===== config.mk =====
export PLATFORM = sky130hd
export DESIGN_NAME = cochlea_seq_ctrl
export DESIGN_NICKNAME = d
export VERILOG_FILES = /design/src/rtl/cochlea_seq_ctrl.sv
export SDC_FILE = /design/constraint.sdc
export NUM_CORES = 1
export LEC_CHECK = 0
export CELL_PAD_IN_SITES_DETAIL_PLACEMENT = 2
export CELL_PAD_IN_SITES_GLOBAL_PLACEMENT = 2
export CORE_UTILIZATION = 30
export DETAILED_ROUTE_END_ITERATION = 6
export PLACE_DENSITY_LB_ADDON = 0.05
export SETUP_SLACK_MARGIN = 0.2
export SLEW_MARGIN = 20
export SYNTH_ARGS = -nofsm -noshare
export SYNTH_HDL_FRONTEND = slang
export SYNTH_SLANG_ARGS = --single-unit

===== constraint.sdc =====
create_clock -name clk_master -period 3.9 [get_ports clk_master]
set_clock_uncertainty 0.15 [all_clocks]
set_input_delay 0.78 -clock clk_master [delete_from_list [all_inputs] [get_ports clk_master]]
set_output_delay 0.78 -clock clk_master [all_outputs]
set_load 0.1 [all_outputs]

===== src/rtl/cochlea_seq_ctrl.sv =====
// Sequencer for the wrapper-cell filter-bank chain: chain reset, adaptation window,
// then tagged event capture from the shared readout bus into a valid/ready FIFO.
module cochlea_seq_ctrl #(
  parameter int unsigned N_CH       = 16,
  parameter int unsigned CH_W       = 4,
  parameter int unsigned ADAPT_W    = 16,
  parameter int unsigned RST_CYCLES = 8,
  parameter int unsigned FIFO_DEPTH = 4
) (
  input  logic               clk_master,
  input  logic               rstb,
  input  logic               start,
  input  logic               stop,
  input  logic               readapt,
  input  logic [ADAPT_W-1:0] adapt_len,
  input  logic [1:0]         read_out_I,
  input  logic [1:0]         read_out_Q,
  output logic               chain_rstb,
  output logic               ud_en,
  output logic [1:0]         state,
  output logic [CH_W+3:0]    ro_data,
  output logic               ro_valid,
  input  logic               ro_ready,
  output logic               overflow
);

  localparam int unsigned AW = $clog2(FIFO_DEPTH);
  localparam int unsigned DW = CH_W + 4;

  typedef enum logic [1:0] {
    S_IDLE  = 2'b00,
    S_RESET = 2'b01,
    S_ADAPT = 2'b10,
    S_RUN   = 2'b11
  } state_t;

  state_t             r_state, w_state_nxt;
  logic [ADAPT_W-1:0] r_cnt, w_cnt_nxt;
  logic [CH_W-1:0]    r_chan, w_chan_nxt;
  logic               r_chain_rstb, w_chain_rstb_nxt;
  logic               r_ud_en, w_ud_en_nxt;
  logic               w_start_acc;

  logic [DW-1:0]      r_mem [FIFO_DEPTH];
  logic [AW:0]        r_wr, r_rd, w_wr_nxt, w_rd_nxt;
  logic [DW-1:0]      r_head, w_head_nxt, w_push_data;
  logic               r_valid, r_ovf;
  logic               w_pop, w_push_req, w_push, w_drop, w_full;

  // Next-state and registered-output decode; stop overrides everything
  always_comb begin
    w_state_nxt = r_state;
    w_cnt_nxt   = r_cnt;
    w_chan_nxt  = r_chan;
    w_start_acc = 1'b0;
    if (stop) begin
      w_state_nxt = S_IDLE;
      w_cnt_nxt   = '0;
      w_chan_nxt  = '0;
    end else begin
      case (r_state)
        S_IDLE: begin
          if (start) begin
            w_state_nxt = S_RESET;
            w_cnt_nxt   = ADAPT_W'(RST_CYCLES);
            w_start_acc = 1'b1;
          end
        end
        S_RESET: begin
          if (r_cnt <= ADAPT_W'(1)) begin
            if (adapt_len != '0) begin
              w_state_nxt = S_ADAPT;
              w_cnt_nxt   = adapt_len;
            end else begin
              w_state_nxt = S_RUN;
              w_cnt_nxt   = '0;
              w_chan_nxt  = '0;
            end
          end else begin
            w_cnt_nxt = r_cnt - ADAPT_W'(1);
          end
        end
        S_ADAPT: begin
          if (r_cnt <= ADAPT_W'(1)) begin
            w_state_nxt = S_RUN;
            w_cnt_nxt   = '0;
            w_chan_nxt  = '0;
          end else begin
            w_cnt_nxt = r_cnt - ADAPT_W'(1);
          end
        end
        S_RUN: begin
          w_chan_nxt = (r_chan == CH_W'(N_CH - 1)) ? '0 : r_chan + CH_W'(1);
          if (readapt && (adapt_len != '0)) begin
            w_state_nxt = S_ADAPT;
            w_cnt_nxt   = adapt_len;
          end
        end
        default: w_state_nxt = S_IDLE;
      endcase
    end
    w_chain_rstb_nxt = (w_state_nxt == S_ADAPT) || (w_state_nxt == S_RUN);
    w_ud_en_nxt      = (w_state_nxt == S_ADAPT);
  end

  always_ff @(posedge clk_master or negedge rstb) begin
    if (!rstb) begin
      r_state      <= S_IDLE;
      r_cnt        <= '0;
      r_chan       <= '0;
      r_chain_rstb <= 1'b0;
      r_ud_en      <= 1'b0;
    end else begin
      r_state      <= w_state_nxt;
      r_cnt        <= w_cnt_nxt;
      r_chan       <= w_chan_nxt;
      r_chain_rstb <= w_chain_rstb_nxt;
      r_ud_en      <= w_ud_en_nxt;
    end
  end

  // FIFO control; a full FIFO still accepts a push when the head leaves this cycle
  always_comb begin
    w_full      = (r_wr[AW] != r_rd[AW]) && (r_wr[AW-1:0] == r_rd[AW-1:0]);
    w_pop       = r_valid && ro_ready && !stop;
    w_push_req  = (r_state == S_RUN) && !stop && ((read_out_I | read_out_Q) != 2'b00);
    w_push      = w_push_req && (!w_full || w_pop);
    w_drop      = w_push_req && w_full && !w_pop;
    w_push_data = {r_chan, read_out_Q, read_out_I};
    w_wr_nxt    = stop ? '0 : r_wr + (AW+1)'(w_push);
    w_rd_nxt    = stop ? '0 : r_rd + (AW+1)'(w_pop);
    if (w_wr_nxt == w_rd_nxt)
      w_head_nxt = '0;
    else if (w_push && (w_rd_nxt == r_wr))
      w_head_nxt = w_push_data;
    else
      w_head_nxt = r_mem[w_rd_nxt[AW-1:0]];
  end

  always_ff @(posedge clk_master or negedge rstb) begin
    if (!rstb) begin
      r_mem   <= '{default: '0};
      r_wr    <= '0;
      r_rd    <= '0;
      r_head  <= '0;
      r_valid <= 1'b0;
      r_ovf   <= 1'b0;
    end else begin
      if (w_push)
        r_mem[r_wr[AW-1:0]] <= w_push_data;
      r_wr    <= w_wr_nxt;
      r_rd    <= w_rd_nxt;
      r_head  <= w_head_nxt;
      r_valid <= (w_wr_nxt != w_rd_nxt);
      if (w_start_acc)
        r_ovf <= 1'b0;
      else if (w_drop)
        r_ovf <= 1'b1;
    end
  end

  assign state      = r_state;
  assign chain_rstb = r_chain_rstb;
  assign ud_en      = r_ud_en;
  assign ro_data    = r_head;
  assign ro_valid   = r_valid;
  assign overflow   = r_ovf;

endmodule


## After elaboration in Yosys (flattened, before gate mapping)

Cells that the tools add are included.

| storage, ports and cells | value |
|---|---|
| flip-flop bits (word level) | 72 |
| input port bits | 26 |
| output and inout port bits | 14 |
| word-level logic and storage cells | 99 |

| cells by class | value |
|---|---|
| add/subtract/negate cells | 4 |
| order comparisons | 4 |
| equal/unequal tests | 16 |
| muxes and demuxes | 35 |
| bitwise logic cells | 3 |
| reduce and logical (&&, ||, !) cells | 23 |

Operator list:

| kind | count |
|---|---|
| 16-bit two-way mux | 6 |
| 16-bit case mux with 4 select lines | 1 |
| 8-bit two-way mux | 5 |
| 32-bit bitwise mux | 1 |
| 4-bit two-way mux | 5 |
| 8-bit binary-select mux with 2-bit select | 1 |
| 8-bit demux with 2-bit select | 1 |
| 16-bit by 1-bit <= comparator with 1-bit output (second input constant) | 1 |
| 16-bit nonzero test | 1 |
| 16-bit by 1-bit subtractor with 16-bit output (second input constant) | 1 |
| 3-bit inequality test (second input constant) | 5 |
| 4-bit case mux with 3 select lines | 1 |
| 1-bit logical AND | 11 |
| 2-bit two-way mux | 5 |
| 2-bit equality test (second input constant) | 4 |
| 2-bit case mux with 4 select lines | 1 |
| 3-bit by 1-bit adder with 3-bit output | 2 |
| 3-bit equality test | 2 |
| 3-bit greater-or-equal comparator (second input constant) | 2 |
| 1-bit two-way mux | 6 |
| 3-bit two-way mux | 2 |
| 2-bit inverter with 3-bit output | 2 |
| 4-bit by 1-bit adder with 4-bit output (second input constant) | 1 |
| 4-bit equality test (second input constant) | 1 |
| other kinds (13) | 17 |

## Depth between registers and ports, before layout

Gate-level depths: netlist of the first run.

| logic depth | value |
|---|---|
| word-level depth | 10 |
| gate-level depth with buffers | 12 |
| mapped depth without buffers | 10 |

## Worst setup path before layout of the first run

OpenSTA, ideal clock, no wires.

| timing path | value |
|---|---|
| kind | register -> register |
| from | register r_state[1], in the netlist state[1] |
| to | register r_head[6], in the netlist ro_data[6] |
| setup time | 86 ps |
| arrival | 3441 ps |
| data required time | 3664 ps |
| path slack | 223 ps |
| stages on the path, launching flop included | 12 |
| buffers on the path | 2 |
| period minus slack after synthesis | 3677 ps |
| cell sequence | dfrtp_1 > buf_2 > nand2_1 > or2_1 > nor3_2 > ha_1 > ha_1 > xnor2_1 > a31oi_1 > clkbuf_1 > o211ai_1 > mux2i_1 |

| on the way | value |
|---|---|
| longest elaborated chain between the ends | 8 |
| elaborated cells between the ends (all ways) | 10 |
| classes of those cells | 1 x add/sub; 2 x eq/ne; 3 x mux; 4 x reduce/logical |

RTL lines:

| what | RTL line | text |
|---|---|---|
| start, declared | 37 | `state_t r_state, w_state_nxt;` |
| start signal, assigned | 114 | `r_state <= w_state_nxt;` |
| 2-bit equality test * | 126 | `w_push_req = (r_state == S_RUN) && !stop && ((read_out_I \| read_out_Q) != 2'b00);` |
| 1-bit logical AND * (2 in a row) | 126 |  |
| 1-bit logical AND * | 127 | `w_push = w_push_req && (!w_full \|\| w_pop);` |
| 3-bit by 1-bit adder with 3-bit output | 130 | `w_wr_nxt = stop ? '0 : r_wr + (AW+1)'(w_push);` |
| 3-bit two-way mux | 130 |  |
| 3-bit equality test | 132 | `if (w_wr_nxt == w_rd_nxt)` |
| 8-bit two-way mux * | 132 |  |
| via w_head_nxt[6] | 46 | `logic [DW-1:0] r_head, w_head_nxt, w_push_data;` |
| end signal, assigned | 153 | `r_head <= w_head_nxt;` |
| end, declared | 46 |  |

The timed path passes the listed nets; every way through them passes the cells marked *.
A chain may end at the register's enable or synchronous reset.

## Final worst setup path of the first run

| timing path | value |
|---|---|
| from | input stop |
| to | register r_head[4], in the netlist ro_data[4] |

| on the way | value |
|---|---|
| longest elaborated chain between the ends | 10 |
| elaborated cells between the ends (all ways) | 19 |
| classes of those cells | 2 x add/sub; 2 x eq/ne; 7 x mux; 1 x bitwise; 7 x reduce/logical |

RTL lines:

| what | RTL line | text |
|---|---|---|
| start, declared | 13 | `input logic stop,` |
| 1-bit logical NOT | 125, 126 |  |
| 1-bit logical AND | 125 | `w_pop = r_valid && ro_ready && !stop;` |
| 3-bit by 1-bit adder with 3-bit output | 131 | `w_rd_nxt = stop ? '0 : r_rd + (AW+1)'(w_pop);` |
| 3-bit two-way mux | 131 |  |
| 2-bit inverter with 3-bit output (implied by the code) | 137 | `w_head_nxt = r_mem[w_rd_nxt[AW-1:0]];` |
| 8-bit binary-select mux with 2-bit select | 137 |  |
| 8-bit two-way mux (implied by the code) (2 in a row) | 137 |  |
| 8-bit two-way mux | 134 | `else if (w_push && (w_rd_nxt == r_wr))` |
| 8-bit two-way mux * | 132 |  |
| via w_head_nxt[4] | 46 |  |

The timed path passes the listed nets; every way through them passes the cells marked *. The select of a mux whose other input is x is not followed.

==> qor.txt, run 1 <==
Clock transition at path regs: 60 ps
DR pass1 iterations: 4
Most Used Layer, Global Route: met2
# nets final: 416
Max Cap Violations: 0
GPL Wtd Cong: 0.730
Register Area: 1800 um^2
Clk root buf: clkbuf_16
Main synth FF type: dfrtp_1
Residual DRC: 0
Syn. warnings: 0
Tcrit/Tclk final: 0.853
N_diodes: 0
Area grow syn2layout: 22.4%
Initial antenna violation count: 0
Synthesized flop and latch total: 72
Worst Tran Pin Value: 978 ps
Detailed Route Iter0 Violations: 113
Row count: 40
CTS H-tree lvls: 3
Cells after synthesis: 344
Area leader, netlist: dfrtp_1
Fmax: 300 MHz
CTS Buffer Depth: 2
Sequential fraction of design power: 0.320
Post-layout util: 0.383
Commonest non-fill, non-tap cell in the layout: dfrtp_1
GRT Residual Overflow: 0
Status: completed
Multi-input gate area: 1910 um^2
Commonest non-fill, non-tap cells in the layout: dfrtp_1 (72), clkdlybuf4s50_1 (36), nor2_1 (21), mux2_2 (21), nand2_1 (20)
Post-Place Worst Slack: 275 ps
Library cells used by synthesis: 52
Leak: 2.14 nW
Post-CTS setup buffer count: 0
VDD IR max: 0.360 mV
WL final: 10900 um
Cell-internal power: 1.85 mW
RSZ-0062 raised after global routing: no
Crit. End Element: register
Post-route antenna net violation count: 0
M1 GR Usage: 0.251
Routed len/inst: 19.6 um
Post-Syn Area per Cell: 11.2 um^2
Worst EP required: 4000 ps
Post-synth EDFFs: 0
Aggregate global-route resource usage: 0.182
Ranking of synthesized cells by area: dfrtp_1 (47%), mux2_2 (6.2%), mux2_1 (5.6%), mux2i_1 (4.2%), a221o_1 (3.7%)
Vias per std cell: 5.29
Logic pwr share: 0.420
Final setup TNS: 0 ps
Post-CTS resize count: 0
Async set or reset register ratio after synthesis: 1.00
Final min period: 3330 ps
Met3 Usage GRT: 0.0380
DP Wirelength: 7480 um
Hold Path Class: reg -> reg
Width of the die: 115 um
Final Max Slew Viols: 0
CP Max Fanout: 17
Post-Synthesis Cell Area: 3840 um^2
Clk network pwr share: 0.261
Fin. Hold Viols: 0
Sw Ratio: 0.412
Die ar.: 13300 um^2
Clk Latency, worst-skew pair: 340 ps
Via count: 2934
Vias in the first global route: 3139
Hold-fix buffers at CTS: 0
Synth Net Count: 377
Synth top area share: 0.469
I/O pin cnt: 40
Met2 usage: 0.286
Seq/Total Area, Yosys: 0.469
Worst Setup Slack, final: 571 ps
Vert. Die Dim: 115 um
Pwr Density: 671 nW/um^2
CTS tree: built
Share of layout cells above drive strength 1: 0.152
Largest net degree at the start of global routing: 73
Rel. slew slack: 0.345
Arr. time, crit path: 3430 ps
# fillers: 1298
Starting Density: 0.313
Core Area: 12300 um^2
Worst setup SP type: input port
CTS buffer count: 9
Critical path class: in -> reg
Port Buffer Count: 39
Sw Pwr: 1.30 mW
First-pass GRT wire length: 17800 um
Final setup viols: 0
CTS sink count: 72
## synth_stat cells (2+ instances only)
cell type	n
buf_6	3
inv_1	3
xor2_1	2
nand4_1	4
xnor2_1	11
a21o_1	4
mux2_1	19
a221o_1	14
o21ai_0	8
or4_4	2
mux2_2	21
a21oi_1	9
nor2_1	21
ha_1	7
nand2b_1	2
a221oi_1	2
clkbuf_1	13
nand2_1	20
mux2i_1	16
a31oi_1	2
buf_4	2
a211oi_1	4
nand3_1	2
o211ai_1	9
dfrtp_1	72
nor3_1	12
or4_1	3
o21ai_1	3
a311oi_1	3
buf_1	2
o31ai_1	2
nor3_2	2
nor4_1	10
nor2b_1	5
o21a_1	2
or3_1	8
nand3b_1	3
buf_2	3
## metal layers
| layer | part of all wire | wire length (um) |
|---|---|---|
| met1 | 0.50 | 5390 |
| met2 | 0.47 | 5090 |
| met3 | 0.027 | 289 |
| met4 | 0.0097 | 106 |
| met5 | 0 | 0 |
## metrics by stage
step	cells	total power, mW	cell area (um^2)	hold WS (ps)
2_1_floorplan	344	2.07	3840	304
3_3_place_gp	540	2.31	4400	315
3_5_place_dp	540	2.35	4400	325
4_1_cts	555	3.21	4700	344
5_1_grt	555	3.36	4700	355
6_report	555	3.15	4700	336
## registers in the layout (all words and copies together) (netlist names), 2 cells and up
signal	flops
r_cnt	16
state	2
ro_data	8
r_chan	4
r_rd	3
r_wr	3
r_mem	32
## worst max-delay path: stages
cell and delay, ps:
clkdlybuf4s50_1 480, and3b_1 200, nor4_1 470, nor3_2 110, ha_1 200, ha_1 190, xnor2_1 210, xnor2_1 110
a31oi_1 140, buf_4 250, o211ai_1 120, mux2i_1 160
## layout make-up
type                            count  area share
Multi-Input combinational cell    246       0.406
Sequential cell                    72       0.383
Timing Repair Buffer               51       0.101
Clock buffer                       10      0.0509
Tap cell                          168      0.0447
Clock inverter                      5      0.0123
Inverter                            3     0.00240
## logic make-up (layout without fill, tap and decap cells)
kind of cell,Yosys count,in the layout,share of synthesized area
buffers and inverters,26,69,0.0342
xor gates and xnor gates,13,13,0.0297
AOI/OAI and AO/OA,68,68,0.138
adders and majority gates,7,7,0.0228
and+or+nand+nor,102,102,0.147
muxes,56,56,0.159
DFF,72,72,0.469
## worst paths after layout
| kind | start | end | slack [ps] | depth (start not counted) |
|---|---|---|---|---|
| hold reg to reg | r_mem[26] | r_mem[26] | 340 | 1 |
| setup reg to reg | r_cnt[4] | r_cnt[14] | 830 | 5 |
| setup / recovery | stop | ro_data[4] | 570 | 12 |
| hold / removal | r_mem[26] | r_mem[26] | 340 | 1 |
| min in group asynchronous | rstb | r_cnt[14] | 420 | 1 |
| max in group asynchronous | rstb | r_cnt[10] | 2520 | 1 |
## power by group through the flow
stage	combinational, mW	clock (mW)	sequential (mW)
finish	1.32	0.822	1.01
global route	1.46	0.881	1.03
CTS	1.34	0.858	1.01
detailed placement	1.33	0	1.02
global placement	1.30	0	1.01
floorplan	0.983	0	1.09
No activity file was read; power rests on OpenSTA's default activity.
==> run 2, diff against run 1 <==
==> constraint.sdc (replaced) <==
create_clock -name clk_master -period 3.9 [get_ports clk_master]
set_clock_uncertainty 0.15 [all_clocks]
set_input_delay 0.78 -clock clk_master [delete_from_list [all_inputs] [get_ports clk_master]]
set_output_delay 0.78 -clock clk_master [all_outputs]
set_load 0.05 [all_outputs]
==> run 2 against run 1 <==
  * Flip-flop and latch count unchanged
  * Highest routed layer unchanged
  * Global-route usage rose by 0.11 points
  * Clock power increased by 8.6%
  * Fmax down 0.70%
  * Worst hold slack got worse by 2.8 ps
  * Design area is 0.61% higher
  * Register-to-register slack got worse by 20 ps
  * Critical path type unchanged
  * Sequential power hardly changed
  * Die area stayed put
  * Power shrank 0.36%
==> qor.txt, run 2 (synthesized netlist as in run 1, its figures left out) <==
Register Area: 1800 um^2
Initial antenna violation count: 0
Most flops, register: r_mem
Pwr Density: 664 nW/um^2
Tcrit/Tclk final: 0.860
DR pass1 iterations: 4
R2r endpoint: r_cnt[15]
Width of the die: 115 um
Core Area: 12300 um^2
Vias in the first global route: 3212
CTS sink count: 72
Starting Density: 0.313
Post-CTS setup buffer count: 0
Rel. slew slack: 0.359
Sw Pwr: 1.22 mW
Multi-input gate area: 1910 um^2
Worst r2r path cells: 5
Min Hold Slack: 333 ps
Hold Path Class: reg -> reg
Share of layout cells above drive strength 1: 0.147
Dpl cell area: 4410 um^2
VDD IR max: 0.259 mV
Fin area: 4730 um^2
Post-Place Worst Slack: 241 ps
Hold-fix buffers at CTS: 0
CTS Buffer Depth: 2
Via count: 2960
Post-CTS resize count: 0
CP Max Fanout: 17
Clk root buf: clkbuf_16
Arr. time, crit path: 3460 ps
Area grow syn2layout: 23.1%
# fillers: 1293
Max FFs per register: 32
Crit. End Element: register
I/O pin cnt: 40
N_diodes: 0
Final min period: 3350 ps
Final Max Slew Viols: 0
Worst Setup EP: ro_data[7]
Clock transition at path regs: 60 ps
Routed len/inst: 19.6 um
Post-route antenna net violation count: 0
GPL Wtd Cong: 0.724
Logic pwr share: 0.396
CTS H-tree lvls: 3
Row count: 40
Port Buffer Count: 39
R2R Setup Slk: 810 ps
CTS tree: built
Sequential fraction of design power: 0.320
Largest net degree at the start of global routing: 73
Non-Filler Instances: 555
First-pass GRT wire length: 18100 um
Max Cap Violations: 0
DP Wirelength: 7570 um
RSZ-0062 raised after global routing: no
Vias per std cell: 5.33
Worst setup SP type: input port
Worst Setup Slack, final: 548 ps
Fin. Hold Viols: 0
Worst Tran Pin Value: 961 ps
Post-layout util: 0.386
Leak: 2.15 nW
Worst EP required: 4010 ps
Residual DRC: 0
Commonest non-fill, non-tap cell in the layout: dfrtp_1
Vert. Die Dim: 115 um
Die ar.: 13300 um^2
Fmax: 298 MHz
Final Power: 3.14 mW
Clk Latency, worst-skew pair: 330 ps
# nets final: 416
Critical path class: in -> reg
Status: completed
Detailed Route Iter0 Violations: 99
Commonest non-fill, non-tap cells in the layout: dfrtp_1 (72), clkdlybuf4s50_1 (38), nor2_1 (21), mux2_2 (21), nand2_1 (20)
Reg2reg start: r_cnt[4]
Final setup viols: 0
GRT Residual Overflow: 0
# placed instances: 540
Cell-internal power: 1.92 mW
Clk network pwr share: 0.284
Sw Ratio: 0.388
CTS buffer count: 9
Final setup TNS: 0 ps
Aggregate global-route resource usage: 0.183
WL final: 10900 um
CP Launch Point: stop
[run 2: cell types whose count changed in the layout (fill, tap and decap cells not counted), sizes merged]
cell,previous run,this run
buf,15,13
clkdlybuf4s50,36,38
clkinv,4,2
bufinv,1,2
clkinvlp,0,1
[run 2: how the worst min path moves through the flow]
stage,start,endpoint,slack (ps),depth (start not counted)
floorplan,r_mem[24],r_mem[24],300,1
global placement,r_mem[31],r_mem[31],310,1
detailed placement,r_mem[27],r_mem[27],320,1
CTS,r_mem[27],r_mem[27],340,1
global route,r_mem[27],r_mem[27],340,1
finish,r_mem[27],r_mem[27],330,1
[run 2: power groups by stage]
stage / Combinational [mW] / Sequential (mW) / Clock [mW]
after detailed placement: 1.24 / 1.02 / 0
after global routing: 1.39 / 1.03 / 0.953
after CTS: 1.25 / 1.00 / 0.923
after global placement: 1.23 / 1.01 / 0
final: 1.24 / 1.00 / 0.893
after floorplan: 0.983 / 1.02 / 0
[run 2: area by class of cell]
cell class / count / area share
multi-input cells: 246 / 0.403
clock inverters: 5 / 0.0172
clock buffers: 10 / 0.0506
inverters: 3 / 0.00238
repair buffers: 51 / 0.101
well taps: 168 / 0.0445
flip-flops and latches: 72 / 0.381
[run 2: critical path, stage by stage]
cell and delay, ps:
clkdlybuf4s50_1 480, and3b_1 200, nor4_1 480, nor3_2 120
ha_1 210, ha_1 190, xnor2_1 210, xnor2_1 100
a31oi_1 140, buf_4 250, o211ai_1 120, mux2i_1 160
[run 2: metal layers]
metal  track usage  vias up  part of all wire
met4        0.0623        0             0.011
met1         0.260     1545              0.51
met2         0.285       38              0.46
li1              -     1370                 -
met3        0.0290        7             0.023
met5             0        -                 0
